--- config.mk ---
export PLATFORM = sky130hd
export DESIGN_NAME = instr_sequencer
export DESIGN_NICKNAME = d
export VERILOG_FILES = /design/src/rtl/instr_sequencer.sv
export SDC_FILE = /design/constraint.sdc
export NUM_CORES = 1
export LEC_CHECK = 0
export ABC_AREA = 1
export CORE_ASPECT_RATIO = 0.75
export CORE_MARGIN = 2
export CORE_UTILIZATION = 29
export CTS_CLUSTER_SIZE = 30
export DETAILED_ROUTE_END_ITERATION = 8
export MAX_ROUTING_LAYER = met4
export PLACE_DENSITY_LB_ADDON = 0.3
export SLEW_MARGIN = 20
export SYNTH_ARGS = -nofsm -noshare
export SYNTH_HDL_FRONTEND = slang
export SYNTH_SLANG_ARGS = --single-unit
--- constraint.sdc ---
create_clock -name Clk -period 3.2 [get_ports Clk]
set_input_delay 0.8 -clock Clk [delete_from_list [all_inputs] [get_ports Clk]]
set_output_delay 0.8 -clock Clk [all_outputs]
set_load 0.05 [all_outputs]
--- src/rtl/instr_sequencer.sv ---
// Instruction fetch/decode/execute sequencer driving RAM, register-bank writeback and flags.
// Define COND_EXEC_EN to enable condition-code evaluation; otherwise every instruction runs as AL.
module instr_sequencer #(
  parameter logic [15:0] RESET_PC = 16'h0000,
  parameter int          MEM_WAIT = 1
) (
  input  logic        Clk,
  input  logic        Rst_n,
  input  logic        Start,
  input  logic [31:0] Ram_Out,
  input  logic [31:0] Result,
  input  logic [3:0]  New_Flag,
  input  logic [31:0] Store_Data,
  output logic        Ram_Enable,
  output logic        Ram_RW,
  output logic [15:0] Ram_Address,
  output logic [31:0] Ram_In,
  output logic [31:0] Instr,
  output logic        Reg_Write,
  output logic        Wb_Sel,
  output logic [3:0]  Flag,
  output logic [15:0] Pc,
  output logic        Busy,
  output logic        Halted
);

  localparam int       MW_C    = (MEM_WAIT < 1) ? 1 : ((MEM_WAIT > 7) ? 7 : MEM_WAIT);
  localparam logic [2:0] MW_INIT = 3'(MW_C - 1);

  localparam logic [3:0] OP_LDR = 4'hC;
  localparam logic [3:0] OP_STR = 4'hD;
  localparam logic [3:0] OP_B   = 4'hE;
  localparam logic [3:0] OP_HLT = 4'hF;

  typedef enum logic [3:0] {
    S_IDLE, S_FETCH, S_FETCH_WAIT, S_DECODE, S_EXEC,
    S_MEM, S_MEM_WAIT, S_WB, S_HALT
  } state_t;

  state_t      r_state;
  logic [15:0] r_pc;
  logic [31:0] r_instr;
  logic [3:0]  r_flag;
  logic [2:0]  r_wait;
  logic        r_ram_en;
  logic        r_ram_rw;
  logic [15:0] r_ram_addr;
  logic [31:0] r_ram_in;
  logic        r_reg_write;
  logic        r_wb_sel;
  logic        r_busy;
  logic        r_halted;

  logic [3:0]  w_op;
  logic [15:0] w_target;
  logic        w_cond_pass;
  logic        w_unused;

  assign w_op     = r_instr[27:24];
  assign w_target = r_instr[18:3];
  // ALU result is steered by the external writeback mux, not by the sequencer.
  assign w_unused = ^Result;

`ifdef COND_EXEC_EN
  always_comb begin
    w_cond_pass = 1'b0;
    case (r_instr[31:28])
      4'h0:    w_cond_pass =  r_flag[2];
      4'h1:    w_cond_pass = !r_flag[2];
      4'h2:    w_cond_pass =  r_flag[1];
      4'h3:    w_cond_pass = !r_flag[1];
      4'h4:    w_cond_pass =  r_flag[3];
      4'h5:    w_cond_pass = !r_flag[3];
      4'h6:    w_cond_pass =  r_flag[0];
      4'h7:    w_cond_pass = !r_flag[0];
      4'hE:    w_cond_pass = 1'b1;
      default: w_cond_pass = 1'b0;
    endcase
  end
`else
  assign w_cond_pass = 1'b1;
`endif

  // Outputs are registered: each transition presets the strobes of the state being entered.
  always_ff @(posedge Clk or negedge Rst_n) begin
    if (!Rst_n) begin
      r_state     <= S_IDLE;
      r_pc        <= RESET_PC;
      r_instr     <= '0;
      r_flag      <= '0;
      r_wait      <= '0;
      r_ram_en    <= 1'b0;
      r_ram_rw    <= 1'b1;
      r_ram_addr  <= '0;
      r_ram_in    <= '0;
      r_reg_write <= 1'b0;
      r_wb_sel    <= 1'b0;
      r_busy      <= 1'b0;
      r_halted    <= 1'b0;
    end else begin
      r_ram_en    <= 1'b0;
      r_ram_rw    <= 1'b1;
      r_ram_addr  <= '0;
      r_ram_in    <= '0;
      r_reg_write <= 1'b0;
      r_wb_sel    <= 1'b0;
      case (r_state)
        S_IDLE, S_HALT: begin
          if (Start) begin
            r_state    <= S_FETCH;
            r_ram_en   <= 1'b1;
            r_ram_addr <= r_pc;
            r_busy     <= 1'b1;
            r_halted   <= 1'b0;
          end
        end
        S_FETCH: begin
          r_state <= S_FETCH_WAIT;
          r_wait  <= MW_INIT;
        end
        S_FETCH_WAIT: begin
          if (r_wait == 3'd0) begin
            r_instr <= Ram_Out;
            r_pc    <= r_pc + 16'd1;
            r_state <= S_DECODE;
          end else begin
            r_wait <= r_wait - 3'd1;
          end
        end
        S_DECODE: begin
          if (!w_cond_pass) begin
            r_state    <= S_FETCH;
            r_ram_en   <= 1'b1;
            r_ram_addr <= r_pc;
          end else if (w_op == OP_HLT) begin
            r_state  <= S_HALT;
            r_busy   <= 1'b0;
            r_halted <= 1'b1;
          end else begin
            r_state <= S_EXEC;
          end
        end
        S_EXEC: begin
          case (w_op)
            OP_LDR: begin
              r_state    <= S_MEM;
              r_ram_en   <= 1'b1;
              r_ram_addr <= w_target;
            end
            OP_STR: begin
              r_state    <= S_MEM;
              r_ram_en   <= 1'b1;
              r_ram_rw   <= 1'b0;
              r_ram_addr <= w_target;
              r_ram_in   <= Store_Data;
            end
            OP_B: begin
              r_pc       <= w_target;
              r_state    <= S_FETCH;
              r_ram_en   <= 1'b1;
              r_ram_addr <= w_target;
            end
            default: begin
              r_state     <= S_WB;
              r_reg_write <= 1'b1;
            end
          endcase
        end
        S_MEM: begin
          if (w_op == OP_LDR) begin
            r_state <= S_MEM_WAIT;
            r_wait  <= MW_INIT;
          end else begin
            r_state    <= S_FETCH;
            r_ram_en   <= 1'b1;
            r_ram_addr <= r_pc;
          end
        end
        S_MEM_WAIT: begin
          if (r_wait == 3'd0) begin
            r_state     <= S_WB;
            r_reg_write <= 1'b1;
            r_wb_sel    <= 1'b1;
          end else begin
            r_wait <= r_wait - 3'd1;
          end
        end
        S_WB: begin
          if (w_op != OP_LDR && r_instr[23])
            r_flag <= New_Flag;
          r_state    <= S_FETCH;
          r_ram_en   <= 1'b1;
          r_ram_addr <= r_pc;
        end
        default: begin
          r_state  <= S_IDLE;
          r_busy   <= 1'b0;
          r_halted <= 1'b0;
        end
      endcase
    end
  end

  assign Ram_Enable  = r_ram_en;
  assign Ram_RW      = r_ram_rw;
  assign Ram_Address = r_ram_addr;
  assign Ram_In      = r_ram_in;
  assign Instr       = r_instr;
  assign Reg_Write   = r_reg_write;
  assign Wb_Sel      = r_wb_sel;
  assign Flag        = r_flag;
  assign Pc          = r_pc;
  assign Busy        = r_busy;
  assign Halted      = r_halted;

endmodule

# Word level (Yosys, flattened, before mapping)
# Index checks and enable logic that the tools add are counted.
# W data, S select, Z words.
op_classes:
  addsub: 2
  eq_ne: 20
  bitwise: 1
  muxes: 35
  reduce_logical: 16
op_table:
  columns: ["operator", "count"]
  rows:
  - ["$mux W16", 5]
  - ["$mux W32", 2]
  - ["$pmux W16 S4", 1]
  - ["$pmux W16 S2", 1]
  - ["$pmux W4 S8", 1]
  - ["$eq A4 B4 Y1 const B", 5]
  - ["$add A16 B1 Y16 const B", 1]
  - ["$eq A4 B3 Y1 const B", 4]
  - ["$mux W4", 4]
  - ["$ne A2 B2 Y1 const B", 7]
  - ["$mux W1", 12]
  - ["$reduce_and A3 Y1", 4]
  - ["$mux W3", 3]
  - ["$pmux W3 S3", 1]
  - ["$eq A4 B2 Y1 const B", 2]
  - ["$pmux W1 S3", 2]
  - ["$pmux W3 S2", 1]
  - ["$reduce_or A2 Y1", 3]
  - ["$reduce_or A6 Y1", 1]
  - ["$eq A4 B1 Y1 const B", 1]
  - ["$logic_not A4 Y1", 1]
  - ["$ne A4 B4 Y1 const B", 1]
  - ["$pmux W1 S4", 1]
  - ["$reduce_and A2 Y1", 2]
  - ["8 further kinds", 8]
word_totals:
  inputBits: 103
  out_inout_bits: 106
  regBits: 113
  elab_cells: 87

# Depth between registers and ports, before layout
# Gate-level depths: netlist of run 1.
depth:
  depth_word: 4
  ltp_mapped: 11
  ltp_nobuf: 11

# Worst setup path after synthesis of run 1
# OpenSTA, ideal clock, no wires.
synth_timing:
  kind: "register to register"
  startpoint: "reg r_pc[1] (netlist: Pc[1])"
  endpoint: "reg r_pc[10] (netlist: Pc[10])"
  path_buffers: 0
  path_stages_with_launch: 8
  slack_ps: 1454
  period_less_slack_ps: 1746
  arrival_time_ps: 1624
  t_required_ps: 3079
  setup_ps: 121
  path_cell_list: "dfrtp_1 -> ha_1 -> nand3_1 -> nor2_1 -> nand2_1 -> xor2_1 -> nand2_1 -> a21oi_1"
synth_between:
  elab_chain_cells: 3
synth_lines:
  columns: ["element", "line", "text"]
  rows:
  - ["start: declaration", "41", "logic [15:0] r_pc;"]
  - ["start signal: assignment", "124", "r_pc <= r_pc + 16'd1;"]
  - ["start signal: assignment", "158", "r_pc <= w_target;"]
  - ["$add A16 B1 Y16", "124", null]
  - ["$mux W16", "122", "if (r_wait == 3'd0) begin"]
  - ["$pmux W16 S2", "107", "case (r_state)"]
# Every way passes these cells. The select of a mux whose other input is x is not followed.
# A chain may end at the register's enable or synchronous reset.

# Worst setup path after layout of run 1
layout_timing:
  startpoint: "reg r_pc[9] (netlist: Pc[9])"
  endpoint: "out Pc[9]"
layout_lines:
  columns: ["element", "line", "text"]
  rows:
  - ["end: declaration", "22", "output logic [15:0] Pc,"]
# No word-level cell between the ends.

==> impl_metrics.xml, run 1 <==
<?xml version="1.0" encoding="UTF-8"?>
<metrics>
  <group name="hold_path">
    <metric name="holdCritPathClass" unit="">primary input to async pin</metric>
  </group>
  <group name="placement">
    <metric name="place.port_buffers" unit="">176</metric>
    <metric name="post-place-cells" unit="">929</metric>
    <metric name="place.detailed.hpwl" unit="um">9870</metric>
    <metric name="place_congestion" unit="">0.812</metric>
  </group>
  <group name="yosys">
    <metric name="most_instantiated_flip_flop_cell_in_the_synthesis_netlist" unit="">sky130_fd_sc_hd__dfrtp_1</metric>
    <metric name="synth.cell_area" unit="um2">4780</metric>
    <metric name="yosysWarningCount" unit="">0</metric>
    <metric name="seq_area_frac_synth" unit="">0.592</metric>
    <metric name="synth_async_sr_flop_share" unit="">1.00</metric>
    <metric name="netlist-cell-type-count" unit="">32</metric>
    <metric name="synth_enable_flop_cells" unit="">0</metric>
    <metric name="syn-num-nets" unit="">658</metric>
    <metric name="ys_seq_elements" unit="">113</metric>
    <metric name="netlist_instances" unit="">552</metric>
    <metric name="syn_area_per_cell" unit="um2">8.65</metric>
  </group>
  <group name="clock_tree">
    <metric name="cts.reportedPaths.clkPinSlew" unit="ns">0.06</metric>
    <metric name="cts_tree" unit="">built</metric>
    <metric name="tritoncts_num_sinks" unit="">113</metric>
    <metric name="root_buffer" unit="">sky130_fd_sc_hd__clkbuf_16</metric>
    <metric name="max_h_tree_level" unit="">4</metric>
    <metric name="cts_resized" unit="">0</metric>
    <metric name="postCtsSetupBuffers" unit="">0</metric>
    <metric name="clk_path_buf_depth" unit="">2</metric>
    <metric name="ctsHoldBuffers" unit="">0</metric>
    <metric name="clkLatencyLatePin" unit="ns">0.41</metric>
    <metric name="cts_inserted_buffers" unit="">17</metric>
  </group>
  <group name="global_routing">
    <metric name="grt_use_total" unit="">0.169</metric>
    <metric name="initial_antenna_violation_count" unit="">0</metric>
    <metric name="grt_pass1_wl" unit="um">22100</metric>
    <metric name="grt_pass1_vias" unit="">4176</metric>
    <metric name="grt_overflow" unit="">0</metric>
    <metric name="pin_count_of_the_biggest_net_entering_global_routing" unit="">41</metric>
  </group>
  <group name="sta">
    <metric name="worst_clock_skew" unit="ns">0.0103</metric>
    <metric name="setup_viol" unit="">0</metric>
    <metric name="finalMaxSlewViolations" unit="">0</metric>
    <metric name="finalCritPeriodShare" unit="">0.797</metric>
    <metric name="layout_min_cycle_time" unit="ns">2.55</metric>
    <metric name="achievable-frequency" unit="GHz">0.392</metric>
    <metric name="unrepaired_setup_endpoints_after_global_routing" unit="">false</metric>
    <metric name="max_slew.worst_pin.slew" unit="ns">0.715</metric>
    <metric name="setup_total_negative_slack" unit="ns">0</metric>
    <metric name="timing_hold_violations_final" unit="">0</metric>
    <metric name="timing.slew.headroom" unit="">0.522</metric>
  </group>
  <group name="route">
    <metric name="via_count" unit="">4220</metric>
    <metric name="drtIter0Drc" unit="">193</metric>
    <metric name="final_antenna_net_count" unit="">0</metric>
    <metric name="drt-vias-per-instance" unit="">4.39</metric>
    <metric name="drc_markers" unit="">0</metric>
    <metric name="wl_per_cell" unit="um">14.4</metric>
    <metric name="dr.pass1.iters" unit="">4</metric>
    <metric name="drt_wl_total" unit="um">13800</metric>
  </group>
  <group name="floorplan">
    <metric name="num_io_pins" unit="">209</metric>
    <metric name="die-area" unit="um2">17500</metric>
    <metric name="placement_rows" unit="">40</metric>
    <metric name="initial_utilization" unit="">0.297</metric>
    <metric name="vertical_extent_of_the_die" unit="um">115</metric>
    <metric name="fp.dieW" unit="um">152</metric>
    <metric name="floorplan.core_area" unit="um2">16100</metric>
  </group>
  <group name="layout">
    <metric name="antennaDiodeCount" unit="">0</metric>
    <metric name="layout-area-overhead-vs-synth" unit="%">54.9</metric>
    <metric name="most_frequent_standard_cell_in_the_layout_excluding_fill_and_tap_cells" unit="">sky130_fd_sc_hd__clkdlybuf4s50_1</metric>
    <metric name="layoutNonFillerInstCount" unit="">961</metric>
    <metric name="regArea" unit="um2">2830</metric>
    <metric name="multi_input_comb_area" unit="um2">1580</metric>
    <metric name="filler_cell_count" unit="">1532</metric>
    <metric name="post_route_cells_drive_above_1_share" unit="">0.0759</metric>
    <metric name="most-common-layout-cells" unit="">sky130_fd_sc_hd__clkdlybuf4s50_1 (175), sky130_fd_sc_hd__nand2_1 (163), sky130_fd_sc_hd__dfrtp_1 (112), sky130_fd_sc_hd__inv_1 (72), sky130_fd_sc_hd__nor2_1 (70)</metric>
    <metric name="layout_nets" unit="">844</metric>
  </group>
  <group name="worst_setup_path">
    <metric name="wp_data_required" unit="ns">2.40</metric>
    <metric name="timing.critical_path.to" unit="">Pc[9]</metric>
    <metric name="crit_path_start_kind" unit="">flip-flop</metric>
    <metric name="timing.critical_path.fanout_max" unit="">7</metric>
    <metric name="number_of_cell_instances_on_the_worst_register_to_register_path" unit="">10</metric>
    <metric name="timing.critical_path.max_delay_family" unit="">buffers and inverters</metric>
    <metric name="timing.reg2reg.setup_slack" unit="ns">1.15</metric>
    <metric name="slowest_delay" unit="ns">0.86</metric>
    <metric name="timing.critical_path.cells" unit="">clkdlybuf4s50_1</metric>
    <metric name="worst_r2r_startpoint" unit="">r_wait[0]</metric>
    <metric name="critPathSlowestCell" unit="">sky130_fd_sc_hd__clkdlybuf4s50_1</metric>
    <metric name="crit_path_start" unit="">Pc[9]</metric>
    <metric name="rr_endpoint" unit="">Pc[5]</metric>
    <metric name="start_to_end_type_of_the_worst_setup_path" unit="">flip-flop to output port</metric>
    <metric name="worst-endpoint-arrival" unit="ns">1.75</metric>
    <metric name="worst_setup_path_end_kind" unit="">output port</metric>
    <metric name="worstPathBufferInverterCount" unit="">1</metric>
    <metric name="path_depth" unit="">1</metric>
  </group>
  <group name="power_and_ir_drop">
    <metric name="power.ir.vdd_worst" unit="mV">0.458</metric>
    <metric name="power_density" unit="nW/um2">1030</metric>
    <metric name="static-leakage-power" unit="nW">3.54</metric>
  </group>
  <group name="run">
    <metric name="timing.max_cap.violations" unit="">0</metric>
  </group>
  <group name="run_status">
    <metric name="run_status" unit="">finished clean</metric>
  </group>
</metrics>
==> metal layers <==
metal / GRT usage / routed length [um]
met1: 0.212 / 6380
met3: 0.0863 / 1530
met2: 0.241 / 5830
met5: - / 0
met4: 0.0467 / 114
==> registers in the layout, summed over array words and instances, names as in the netlist <==
name,count
Ram_Enable,1
r_wait,3
Ram_RW,1
Ram_In,32
Busy,1
Pc,16
Ram_Address,16
Reg_Write,1
Instr,32
Flag,4
Halted,1
Wb_Sel,1
r_state,4
==> synthesized netlist by cell type (2+ instances only) <==
master,count,area (um2)
sky130_fd_sc_hd__a21oi_1,8,40.0
sky130_fd_sc_hd__buf_1,2,7.51
sky130_fd_sc_hd__buf_2,6,30.0
sky130_fd_sc_hd__buf_4,2,15.0
sky130_fd_sc_hd__clkbuf_1,5,18.8
sky130_fd_sc_hd__dfrtp_1,112,2800
sky130_fd_sc_hd__ha_1,3,37.5
sky130_fd_sc_hd__inv_1,72,270
sky130_fd_sc_hd__inv_2,4,15.0
sky130_fd_sc_hd__mux2_2,4,45.0
sky130_fd_sc_hd__nand2_1,163,612
sky130_fd_sc_hd__nand2_2,2,12.5
sky130_fd_sc_hd__nand3_1,17,85.1
sky130_fd_sc_hd__nand4_1,7,43.8
sky130_fd_sc_hd__nor2_1,70,263
sky130_fd_sc_hd__nor2_2,3,18.8
sky130_fd_sc_hd__nor3_1,6,30.0
sky130_fd_sc_hd__o21ai_0,38,190
sky130_fd_sc_hd__o21ai_1,2,10.0
sky130_fd_sc_hd__o22ai_1,11,68.8
sky130_fd_sc_hd__xor2_1,4,35.0
==> metrics by stage <==
| stage | setup WS [ns] | utilization | total power, W | hold WS, ns | area, um2 |
|---|---|---|---|---|---|
| detailed placement | 1.08 | 0.422 | 0.00572 | 0.457 | 6780 |
| global route | 0.596 | 0.461 | 0.00811 | 0.321 | 7400 |
| finish | 0.650 | 0.461 | 0.00766 | 0.319 | 7400 |
| global placement | 1.11 | 0.422 | 0.00569 | 0.453 | 6780 |
| floorplan | 1.45 | - | 0.00447 | 0.453 | 4780 |
| CTS | 0.636 | 0.461 | 0.00774 | 0.311 | 7400 |
==> power by group <==
part | internal [W] | switching (W) | total (W)
clock | 0.00130 | 0.000682 | 0.00198
combinational | 0.00110 | 0.00240 | 0.00349
sequential | 0.00184 | 0.000343 | 0.00218
total | 0.00423 | 0.00342 | 0.00766
==> worst min path at each step <==
stage,end,cells past startpoint,slack [ns],startpoint
global route,Reg_Write,1,0.32,Rst_n
floorplan,r_wait[1],2,0.45,r_wait[1]
CTS,Reg_Write,1,0.31,Rst_n
detailed placement,Instr[1],2,0.46,Instr[1]
finish,Reg_Write,1,0.32,Rst_n
global placement,Instr[2],2,0.45,Instr[2]
==> kinds of logic (layout without fill, tap and decap cells) <==
kind of cell / after synthesis / after routing / share of synthesized area
AO/OA/AOI/OAI: 63 / 63 / 0.0712
XOR/XNOR: 5 / 5 / 0.00917
adder cells (fa/ha/maj): 3 / 3 / 0.00786
buffers and inverters: 92 / 291 / 0.0770
flip-flops: 113 / 113 / 0.592
multiplexers: 4 / 4 / 0.00943
AND/OR/NAND/NOR: 272 / 272 / 0.233
==> cell type report <==
type | instances | area share
clock buffer | 18 | 0.0580
multi-input combinational | 347 | 0.214
tap | 210 | 0.0355
sequential | 113 | 0.382
timing repair buffer | 183 | 0.246
inverter | 76 | 0.0385
clock inverter | 14 | 0.0257
(Power assumes the default switching activity.)
==> run 2: changes to the inputs <==
- clock period: 3.2 -> 2.22 ns (I/O delays scaled with it)
==> impl_metrics.xml, run 2 (synthesis results as in run 1) <==
<?xml version="1.0" encoding="UTF-8"?>
<metrics>
  <group name="run_status">
    <metric name="run_status" unit="">finished clean</metric>
  </group>
  <group name="sta">
    <metric name="finalMaxSlewViolations" unit="">0</metric>
    <metric name="achievable-frequency" unit="GHz">0.458</metric>
    <metric name="post-route-worst-setup-slack" unit="ns">0.0367</metric>
    <metric name="setup_viol" unit="">0</metric>
    <metric name="setup_total_negative_slack" unit="ns">0</metric>
    <metric name="finalCritPeriodShare" unit="">0.983</metric>
    <metric name="timing.slew.headroom" unit="">0.548</metric>
    <metric name="layout_min_cycle_time" unit="ns">2.18</metric>
    <metric name="worst_clock_skew" unit="ns">0.0115</metric>
    <metric name="timing_hold_violations_final" unit="">0</metric>
    <metric name="max_slew.worst_pin.slew" unit="ns">0.677</metric>
    <metric name="unrepaired_setup_endpoints_after_global_routing" unit="">false</metric>
  </group>
  <group name="floorplan">
    <metric name="num_io_pins" unit="">209</metric>
    <metric name="placement_rows" unit="">40</metric>
    <metric name="floorplan.core_area" unit="um2">16100</metric>
    <metric name="vertical_extent_of_the_die" unit="um">115</metric>
    <metric name="initial_utilization" unit="">0.297</metric>
    <metric name="die-area" unit="um2">17500</metric>
    <metric name="fp.dieW" unit="um">152</metric>
  </group>
  <group name="layout">
    <metric name="most-common-layout-cells" unit="">sky130_fd_sc_hd__nand2_1 (163), sky130_fd_sc_hd__clkdlybuf4s50_1 (151), sky130_fd_sc_hd__dfrtp_1 (112), sky130_fd_sc_hd__inv_1 (72), sky130_fd_sc_hd__nor2_1 (70)</metric>
    <metric name="most_frequent_standard_cell_in_the_layout_excluding_fill_and_tap_cells" unit="">sky130_fd_sc_hd__nand2_1</metric>
    <metric name="filler_cell_count" unit="">1564</metric>
    <metric name="post_route_cells_drive_above_1_share" unit="">0.0901</metric>
    <metric name="layout-area-overhead-vs-synth" unit="%">55.5</metric>
    <metric name="layout_nets" unit="">848</metric>
  </group>
  <group name="worst_setup_path">
    <metric name="worst-endpoint-arrival" unit="ns">1.63</metric>
    <metric name="worst_setup_path_end_kind" unit="">output port</metric>
    <metric name="timing.critical_path.fanout_max" unit="">3</metric>
    <metric name="start_to_end_type_of_the_worst_setup_path" unit="">flip-flop to output port</metric>
    <metric name="wp_data_required" unit="ns">1.66</metric>
    <metric name="critPathSlowestCell" unit="">sky130_fd_sc_hd__clkdlybuf4s50_1</metric>
    <metric name="crit_path_start_kind" unit="">flip-flop</metric>
    <metric name="timing.critical_path.max_delay_family" unit="">buffers and inverters</metric>
    <metric name="timing.critical_path.cells" unit="">clkdlybuf4s50_1</metric>
    <metric name="timing.reg2reg.setup_slack" unit="ns">0.40</metric>
    <metric name="slowest_delay" unit="ns">0.84</metric>
    <metric name="worstPathBufferInverterCount" unit="">1</metric>
  </group>
  <group name="hold_path">
    <metric name="holdCritPathClass" unit="">primary input to async pin</metric>
  </group>
  <group name="route">
    <metric name="drt_wl_total" unit="um">13800</metric>
    <metric name="drc_markers" unit="">0</metric>
    <metric name="via_count" unit="">4211</metric>
    <metric name="dr.pass1.iters" unit="">5</metric>
    <metric name="wl_per_cell" unit="um">14.2</metric>
    <metric name="drt-vias-per-instance" unit="">4.36</metric>
    <metric name="final_antenna_net_count" unit="">0</metric>
    <metric name="drtIter0Drc" unit="">212</metric>
  </group>
  <group name="clock_tree">
    <metric name="ctsHoldBuffers" unit="">0</metric>
    <metric name="clkLatencyLatePin" unit="ns">0.42</metric>
    <metric name="clk_path_buf_depth" unit="">2</metric>
    <metric name="tritoncts_num_sinks" unit="">113</metric>
    <metric name="max_h_tree_level" unit="">4</metric>
    <metric name="cts_inserted_buffers" unit="">17</metric>
    <metric name="cts.reportedPaths.clkPinSlew" unit="ns">0.05</metric>
    <metric name="root_buffer" unit="">sky130_fd_sc_hd__clkbuf_16</metric>
    <metric name="postCtsSetupBuffers" unit="">0</metric>
    <metric name="cts_tree" unit="">built</metric>
  </group>
  <group name="power_and_ir_drop">
    <metric name="static-leakage-power" unit="nW">3.65</metric>
    <metric name="power.ir.vdd_worst" unit="mV">0.782</metric>
    <metric name="power_density" unit="nW/um2">1480</metric>
  </group>
  <group name="global_routing">
    <metric name="initial_antenna_violation_count" unit="">1</metric>
    <metric name="grt_overflow" unit="">0</metric>
    <metric name="grt_use_total" unit="">0.171</metric>
    <metric name="pin_count_of_the_biggest_net_entering_global_routing" unit="">48</metric>
    <metric name="grt_pass1_wl" unit="um">22300</metric>
    <metric name="grt_pass1_vias" unit="">4249</metric>
  </group>
  <group name="placement">
    <metric name="place_congestion" unit="">0.793</metric>
    <metric name="place.detailed.hpwl" unit="um">9970</metric>
    <metric name="dp_slack" unit="ns">0.346</metric>
    <metric name="place.port_buffers" unit="">176</metric>
  </group>
  <group name="run">
    <metric name="timing.max_cap.violations" unit="">0</metric>
  </group>
</metrics>
## run 2: cell count changes in the layout (fill, tap and decap cells not counted)
cell / delta
sky130_fd_sc_hd__clkinvlp_4: +1
sky130_fd_sc_hd__clkdlybuf4s50_1: -24
sky130_fd_sc_hd__bufinv_16: -1
sky130_fd_sc_hd__dlymetal6s2s_1: +6
sky130_fd_sc_hd__dlygate4sd2_1: +11
sky130_fd_sc_hd__buf_12: +1
sky130_fd_sc_hd__buf_4: +10
sky130_fd_sc_hd__clkbuf_8: +4
sky130_fd_sc_hd__clkinv_4: -4
sky130_fd_sc_hd__diode_2: +1
## run 2: worst reg2reg max path: stages (launching register included)
cell and delay (ns):
sky130_fd_sc_hd__dfrtp_1 0.44, sky130_fd_sc_hd__nor3_1 0.49, sky130_fd_sc_hd__nand2_1 0.12, sky130_fd_sc_hd__nand2_2 0.37
sky130_fd_sc_hd__o21ai_0 0.17, sky130_fd_sc_hd__nand2_1 0.08, sky130_fd_sc_hd__nand2_1 0.05
## run 2: final cells by class
cell class | instances | area (um2) | share of cell area
Sequential cell | 113 | 2830 | 0.381
Timing Repair Buffer | 187 | 1850 | 0.249
Multi-Input combinational cell | 347 | 1580 | 0.213
Clock buffer | 22 | 484 | 0.0652
Inverter | 76 | 285 | 0.0384
Tap cell | 210 | 263 | 0.0354
Clock inverter | 10 | 133 | 0.0179
Antenna cell | 1 | 2.50 | 0.000337
## run 2: repair_timing
item / in CTS / in global routing
pin swaps: 0 / 0
cloned: 0 / 0
setup endpoints to repair: 11 / 6
resized for setup: 11 / 6
## run 2: per-layer routing
layer | wire (um) | part of all wire | track usage | vias to the layer above
li1 | - | - | - | 2098
met1 | 6430 | 0.47 | 0.215 | 1929
met2 | 5730 | 0.42 | 0.244 | 172
met3 | 1450 | 0.11 | 0.0841 | 12
met4 | 149 | 0.011 | 0.0486 | 0
met5 | 0 | 0 | - | -
## run 2: worst paths after layout
check	start	depth (start not counted)	end
worst max-delay path	Instr[14]	1	Instr[14]
worst min-delay path	Rst_n	1	Ram_Address[13]
worst max register to register	Instr[24]	6	Pc[6]
worst min register to register	Instr[1]	2	Instr[1]
max in group asynchronous	Rst_n	2	Ram_RW
min in group Clk	Instr[1]	2	Instr[1]
## run 2: stage by stage
step | utilization | area [um2] | power (W) | hold WS, ns | std cells
after floorplan | - | 4780 | 0.00644 | 0.259 | 552
after global placement | 0.424 | 6810 | 0.00822 | 0.453 | 933
after detailed placement | 0.424 | 6810 | 0.00827 | 0.457 | 933
after CTS | 0.461 | 7410 | 0.0111 | 0.0993 | 965
after global routing | 0.462 | 7430 | 0.0116 | 0.118 | 966
final | 0.462 | 7430 | 0.0110 | 0.0927 | 966
## run 2: where the power goes
group	internal [W]	switching, W	total [W]
registers	0.00265	0.000485	0.00314
logic	0.00155	0.00345	0.00500
clock network	0.00187	0.000954	0.00283
total	0.00607	0.00489	0.0110
==> run 3: changes to the inputs <==
- CORE_UTILIZATION: 29 -> 38
==> impl_metrics.xml, run 3 (synthesis results as in run 1) <==
<?xml version="1.0" encoding="UTF-8"?>
<metrics>
  <group name="placement">
    <metric name="place.detailed.hpwl" unit="um">9810</metric>
    <metric name="post-place-cells" unit="">888</metric>
    <metric name="dp_slack" unit="ns">0.291</metric>
    <metric name="place.port_buffers" unit="">176</metric>
    <metric name="place_congestion" unit="">0.916</metric>
  </group>
  <group name="worst_setup_path">
    <metric name="start_to_end_type_of_the_worst_setup_path" unit="">flip-flop to output port</metric>
    <metric name="worst_setup_path_end_kind" unit="">output port</metric>
    <metric name="critPathSlowestCell" unit="">sky130_fd_sc_hd__clkdlybuf4s50_1</metric>
    <metric name="timing.critical_path.max_delay_family" unit="">buffers and inverters</metric>
    <metric name="worstPathBufferInverterCount" unit="">1</metric>
    <metric name="timing.critical_path.cells" unit="">clkdlybuf4s50_1</metric>
    <metric name="worst_r2r_startpoint" unit="">r_wait[0]</metric>
    <metric name="worst-endpoint-arrival" unit="ns">1.61</metric>
    <metric name="crit_path_start_kind" unit="">flip-flop</metric>
    <metric name="wp_data_required" unit="ns">1.66</metric>
    <metric name="timing.critical_path.fanout_max" unit="">3</metric>
    <metric name="slowest_delay" unit="ns">0.83</metric>
    <metric name="crit_path_start" unit="">Instr[23]</metric>
  </group>
  <group name="floorplan">
    <metric name="num_io_pins" unit="">209</metric>
    <metric name="vertical_extent_of_the_die" unit="um">101</metric>
    <metric name="floorplan.core_area" unit="um2">12300</metric>
    <metric name="fp.dieW" unit="um">133</metric>
    <metric name="die-area" unit="um2">13500</metric>
    <metric name="placement_rows" unit="">35</metric>
    <metric name="initial_utilization" unit="">0.390</metric>
  </group>
  <group name="route">
    <metric name="wl_per_cell" unit="um">14.9</metric>
    <metric name="drc_markers" unit="">0</metric>
    <metric name="final_antenna_net_count" unit="">0</metric>
    <metric name="drtIter0Drc" unit="">199</metric>
    <metric name="drt-vias-per-instance" unit="">4.68</metric>
    <metric name="dr.pass1.iters" unit="">4</metric>
    <metric name="via_count" unit="">4309</metric>
    <metric name="drt_wl_total" unit="um">13700</metric>
  </group>
  <group name="power_and_ir_drop">
    <metric name="pwr-share-clk" unit="">0.255</metric>
    <metric name="internal_power" unit="W">0.00600</metric>
    <metric name="seq_power_share" unit="">0.288</metric>
    <metric name="power_density" unit="nW/um2">1490</metric>
    <metric name="power.ir.vdd_worst" unit="mV">0.769</metric>
    <metric name="static-leakage-power" unit="nW">3.65</metric>
    <metric name="netSwitchingFraction" unit="">0.450</metric>
    <metric name="comb_power_share" unit="">0.457</metric>
    <metric name="total_switching_power" unit="W">0.00492</metric>
  </group>
  <group name="layout">
    <metric name="antennaDiodeCount" unit="">0</metric>
    <metric name="most-common-layout-cells" unit="">sky130_fd_sc_hd__nand2_1 (163), sky130_fd_sc_hd__clkdlybuf4s50_1 (149), sky130_fd_sc_hd__dfrtp_1 (112), sky130_fd_sc_hd__inv_1 (72), sky130_fd_sc_hd__nor2_1 (70)</metric>
    <metric name="utilization" unit="">0.599</metric>
    <metric name="layoutNonFillerInstCount" unit="">920</metric>
    <metric name="filler_cell_count" unit="">1040</metric>
    <metric name="layout-area-overhead-vs-synth" unit="%">53.7</metric>
    <metric name="most_frequent_standard_cell_in_the_layout_excluding_fill_and_tap_cells" unit="">sky130_fd_sc_hd__nand2_1</metric>
    <metric name="post_route_cells_drive_above_1_share" unit="">0.0809</metric>
    <metric name="layout_nets" unit="">847</metric>
  </group>
  <group name="global_routing">
    <metric name="grt_overflow" unit="">0</metric>
    <metric name="grt_pass1_wl" unit="um">21900</metric>
    <metric name="grt_pass1_vias" unit="">4360</metric>
    <metric name="pin_count_of_the_biggest_net_entering_global_routing" unit="">40</metric>
    <metric name="initial_antenna_violation_count" unit="">0</metric>
    <metric name="grt_use_total" unit="">0.218</metric>
  </group>
  <group name="sta">
    <metric name="layout_min_cycle_time" unit="ns">2.16</metric>
    <metric name="tightest_hold_margin" unit="ns">0.124</metric>
    <metric name="timing_hold_violations_final" unit="">0</metric>
    <metric name="worst_clock_skew" unit="ns">0.0103</metric>
    <metric name="unrepaired_setup_endpoints_after_global_routing" unit="">false</metric>
    <metric name="finalMaxSlewViolations" unit="">0</metric>
    <metric name="max_slew.worst_pin.slew" unit="ns">0.661</metric>
    <metric name="post-route-worst-setup-slack" unit="ns">0.0566</metric>
    <metric name="achievable-frequency" unit="GHz">0.462</metric>
    <metric name="setup_viol" unit="">0</metric>
    <metric name="setup_total_negative_slack" unit="ns">0</metric>
    <metric name="finalCritPeriodShare" unit="">0.975</metric>
    <metric name="timing.slew.headroom" unit="">0.558</metric>
  </group>
  <group name="run_status">
    <metric name="run_status" unit="">finished clean</metric>
  </group>
  <group name="clock_tree">
    <metric name="cts.reportedPaths.clkPinSlew" unit="ns">0.06</metric>
    <metric name="clkLatencyLatePin" unit="ns">0.41</metric>
    <metric name="clk_path_buf_depth" unit="">2</metric>
    <metric name="tritoncts_num_sinks" unit="">113</metric>
    <metric name="ctsHoldBuffers" unit="">0</metric>
    <metric name="cts_tree" unit="">built</metric>
    <metric name="cts_inserted_buffers" unit="">17</metric>
    <metric name="max_h_tree_level" unit="">4</metric>
    <metric name="postCtsSetupBuffers" unit="">0</metric>
    <metric name="root_buffer" unit="">sky130_fd_sc_hd__clkbuf_16</metric>
  </group>
  <group name="run">
    <metric name="timing.max_cap.violations" unit="">0</metric>
  </group>
  <group name="hold_path">
    <metric name="holdCritPathClass" unit="">primary input to async pin</metric>
  </group>
</metrics>
-- run 3: changes by cell type in the layout (fill, tap and decap cells not counted) --
cell,before,now
sky130_fd_sc_hd__buf_12,2,1
sky130_fd_sc_hd__clkbuf_1,1,2
sky130_fd_sc_hd__buf_4,17,12
sky130_fd_sc_hd__diode_2,1,0
sky130_fd_sc_hd__clkinv_4,0,1
sky130_fd_sc_hd__clkdlybuf4s50_1,151,149
sky130_fd_sc_hd__dlygate4sd2_1,11,18
sky130_fd_sc_hd__clkinvlp_4,3,2
sky130_fd_sc_hd__clkbuf_8,4,3
-- run 3: per-layer routing --
metal / vias to the layer above / track usage / routed length (um) / part of all wire
li1: 2093 / - / - / -
met1: 2040 / 0.260 / 6050 / 0.44
met2: 160 / 0.334 / 6180 / 0.45
met3: 16 / 0.0965 / 1300 / 0.095
met4: 0 / 0.0728 / 199 / 0.014
met5: - / - / 0 / 0
-- run 3: worst paths after layout --
kind                            slack (ns)   endpoint  cells after the start
worst max-delay path                  0.06  Instr[23]                      1
worst min-delay path                  0.12  Instr[17]                      1
worst max register to register        0.26      Pc[8]                      9
worst min register to register        0.47   Instr[1]                      2
max in group asynchronous             1.46      Pc[2]                      2
min in group Clk                      0.47   Instr[1]                      2
-- run 3: area by class of cell --
type	count	area, um2	share of cell area
timing repair buffer	186	1830	0.250
clock buffer	22	474	0.0646
multi-input combinational	347	1580	0.215
clock inverter	10	134	0.0182
sequential	113	2830	0.385
inverter	76	285	0.0388
tap	166	208	0.0283
-- run 3: what timing repair did --
action / in CTS / in global routing
setup endpoints to repair: 18 / 6
endpoints found under the hold margin: 0 / 0
resized for setup: 18 / 6
-- run 3: power groups by stage --
stage	registers, W	logic, W	clock network (W)
floorplan	0.00498	0.00147	0
global route	0.00323	0.00534	0.00294
finish	0.00314	0.00499	0.00279
detailed placement	0.00317	0.00509	0
CTS	0.00315	0.00503	0.00283
global placement	0.00314	0.00501	0
-- run 3: metrics by stage --
step	total power, W	cell area (um2)
after floorplan	0.00644	4780
after global placement	0.00816	6740
after detailed placement	0.00827	6740
after CTS	0.0110	7330
after global routing	0.0115	7340
final	0.0109	7340
==> edit: new RTL, flow settings as in run 1 <==
The 9 states of `state_t` get a Gray code encoding in 4 bits.
--- a/src/rtl/instr_sequencer.sv
+++ b/src/rtl/instr_sequencer.sv
@@ -34,6 +34,6 @@
 
   typedef enum logic [3:0] {
-    S_IDLE, S_FETCH, S_FETCH_WAIT, S_DECODE, S_EXEC,
-    S_MEM, S_MEM_WAIT, S_WB, S_HALT
+    S_IDLE = 4'b0000, S_FETCH = 4'b0001, S_FETCH_WAIT = 4'b0011, S_DECODE = 4'b0010, S_EXEC = 4'b0110,
+    S_MEM = 4'b0111, S_MEM_WAIT = 4'b0101, S_WB = 4'b0100, S_HALT = 4'b1100
   } state_t;
 
Behaviour: no difference found for any inputs over 10 cycles, from zero or initial values and one cycle with Rst_n low; not proved beyond that.
==> edit against run 1 <==
Hold slack improved by 84 ps. Non-clock buffer count decreased by 2. Synthesized area increased by 2.6%. Sequential share of layout area decreased by 0.43 points. Synthesized cell count increased by 3.4%. Maximum frequency decreased by 1.1%. Final area increased by 1.1%. Worst setup slack got worse by 28 ps. Sequential cell count unchanged. Power increased by 3.3%. Routed wire length increased by 3.5%. Via count increased by 3.1%. Highest routed layer unchanged.
==> edit: results (changes against run 1) <==
Outcome -> completed
CP max-delay cell -> clkdlybuf4s50_1
Net Count, Synth -> 677 (+2.9%)
Post CTS Setup Buffer Count -> 0 (unchanged)
Worst-Margin Slew -> 639.2 ps (-76.17 ps)
Crit path arrival time -> 1780 ps (+30 ps)
Worst vdd ir -> 0.0005673 V (+24%)
Post-synth ARST share -> 100.0% (unchanged)
Dpl cell area -> 6854 um^2 (+1.1%)
Final Hold Viols -> 0 (unchanged)
Initial antenna violation count -> 0 (unchanged)
Pleak -> 3.593 nW (+1.5%)
Synth unique cells -> 34 (+6.3%)
Max Root-Sink Buffers -> 2 (unchanged)
Routed wire length -> 14.33 mm (+3.5%)
Seq/Total Area, Yosys -> 57.72% (-1.5 points)
CTS H-Tree Depth -> 4 (unchanged)
Final Skew -> 5.441 ps (-4.853 ps)
Psw -> 3.570 mW (+4.3%)
Post-CTS Resized -> 0 (unchanged)
Clk_lat worst skew -> 410 ps (about the same)
Crit-path max FO -> 6 (-1)
Ys flop type -> dfrtp_1
Top cells by count, synth -> nand2_1, dfrtp_1, inv_1, nor2_1, o21ai_0
Nets -> 860 (+1.9%)
N_diodes -> 0 (unchanged)
Initial DRC count -> 312 (+62%)
First-pass GRT wire length -> 22.55 mm (+1.9%)
Tot GR Track Use -> 17.02% (+0.10 points)
Clock root cell -> clkbuf_16
Share of cells above drive strength 1 -> 6.780% (-0.81 points)
Worst min-delay path class -> in2async
Gpl congestion -> 0.8665 (+6.8%)
IO Port Bufs -> 176 (unchanged)
Reg clk slew, reported paths -> 50 ps
Ys Warns -> 0 (unchanged)
DR vias/cell -> 4.431 (+0.90%)
Critical path's largest stage delay -> 870 ps
Top Family by Delay on Critical Path -> buffers and inverters
Number of global-route vias before repair -> 4208 (+0.77%)
Largest cells by area after synthesis -> dfrtp_1, nand2_1, inv_1
FILL cells -> 1635 (+6.7%)
Largest net degree at the start of global routing -> 47 (+15%)
DP HPWL -> 10.03 mm (+1.7%)
First-pass iteration count of the detailed router -> 5 (+1)
Total CTS buffers -> 17 (unchanged)
edit: cell count changes after synthesis, moves of 5 or more:
cell,delta
nor2_1,+6
inv_1,+7
o21ai_0,+9
buf_6,+6
o21ai_1,+5
edit: cell families after synthesis:
logic type | synth area share [%]
simple gates | 23.49
xor+xnor | 0.3575
flops | 57.72
fa+ha+maj | 0.7660
buf+inv | 8.961
compound gates | 8.706
edit: final cells by class:
type	count	area [um^2]	area share, %
tap	215	269.0	3.594
clock buffer	22	474.2	6.336
inverter	83	311.5	4.162
clock inverter	10	156.4	2.090
multi-input combinational	358	1635	21.85
sequential	113	2829	37.80
timing repair buffer	181	1809	24.17
edit: path summary, 6_finish.rpt:
| kind | startpoint | end | slack (ps) | cells past startpoint |
|---|---|---|---|---|
| max | Pc[6] | Pc[6] | 620 | 1 |
| min | Rst_n | Ram_In[14] | 400 | 1 |
| max reg2reg | r_wait[0] | Pc[5] | 1060 | 10 |
| min reg2reg | Instr[21] | Instr[21] | 470 | 2 |
| max in group asynchronous | Rst_n | Instr[30] | 1970 | 2 |
| min in group Clk | Instr[21] | Instr[21] | 470 | 2 |
edit: stage by stage:
stage	instances	worst slack [ps]	util, %
after floorplan	571	1416	-
after global placement	950	1064	41.11
after detailed placement	950	1061	41.11
after CTS	982	607.5	44.89
after global routing	982	564.0	44.89
final	982	621.2	44.89
edit: power by group through the flow:
stage,Clock (mW),Sequential [mW],Combinational [mW]
2_1_floorplan,0,3.48,1.17
3_3_place_gp,0,2.24,3.68
3_5_place_dp,0,2.24,3.70
4_1_cts,2.07,2.22,3.72
5_1_grt,2.14,2.29,3.98
6_report,2.02,2.22,3.68
edit: routing by layer:
layer / vias up / part of all wire (%) / routed length [um] / global-route usage (%)
met1: 1994 / 50 / 7133 / 23.34
met5: - / 0 / 0 / -
li1: 2147 / - / - / -
met3: 19 / 8.4 / 1202 / 5.937
met4: 0 / 1.6 / 232 / 6.231
met2: 191 / 40 / 5762 / 23.05
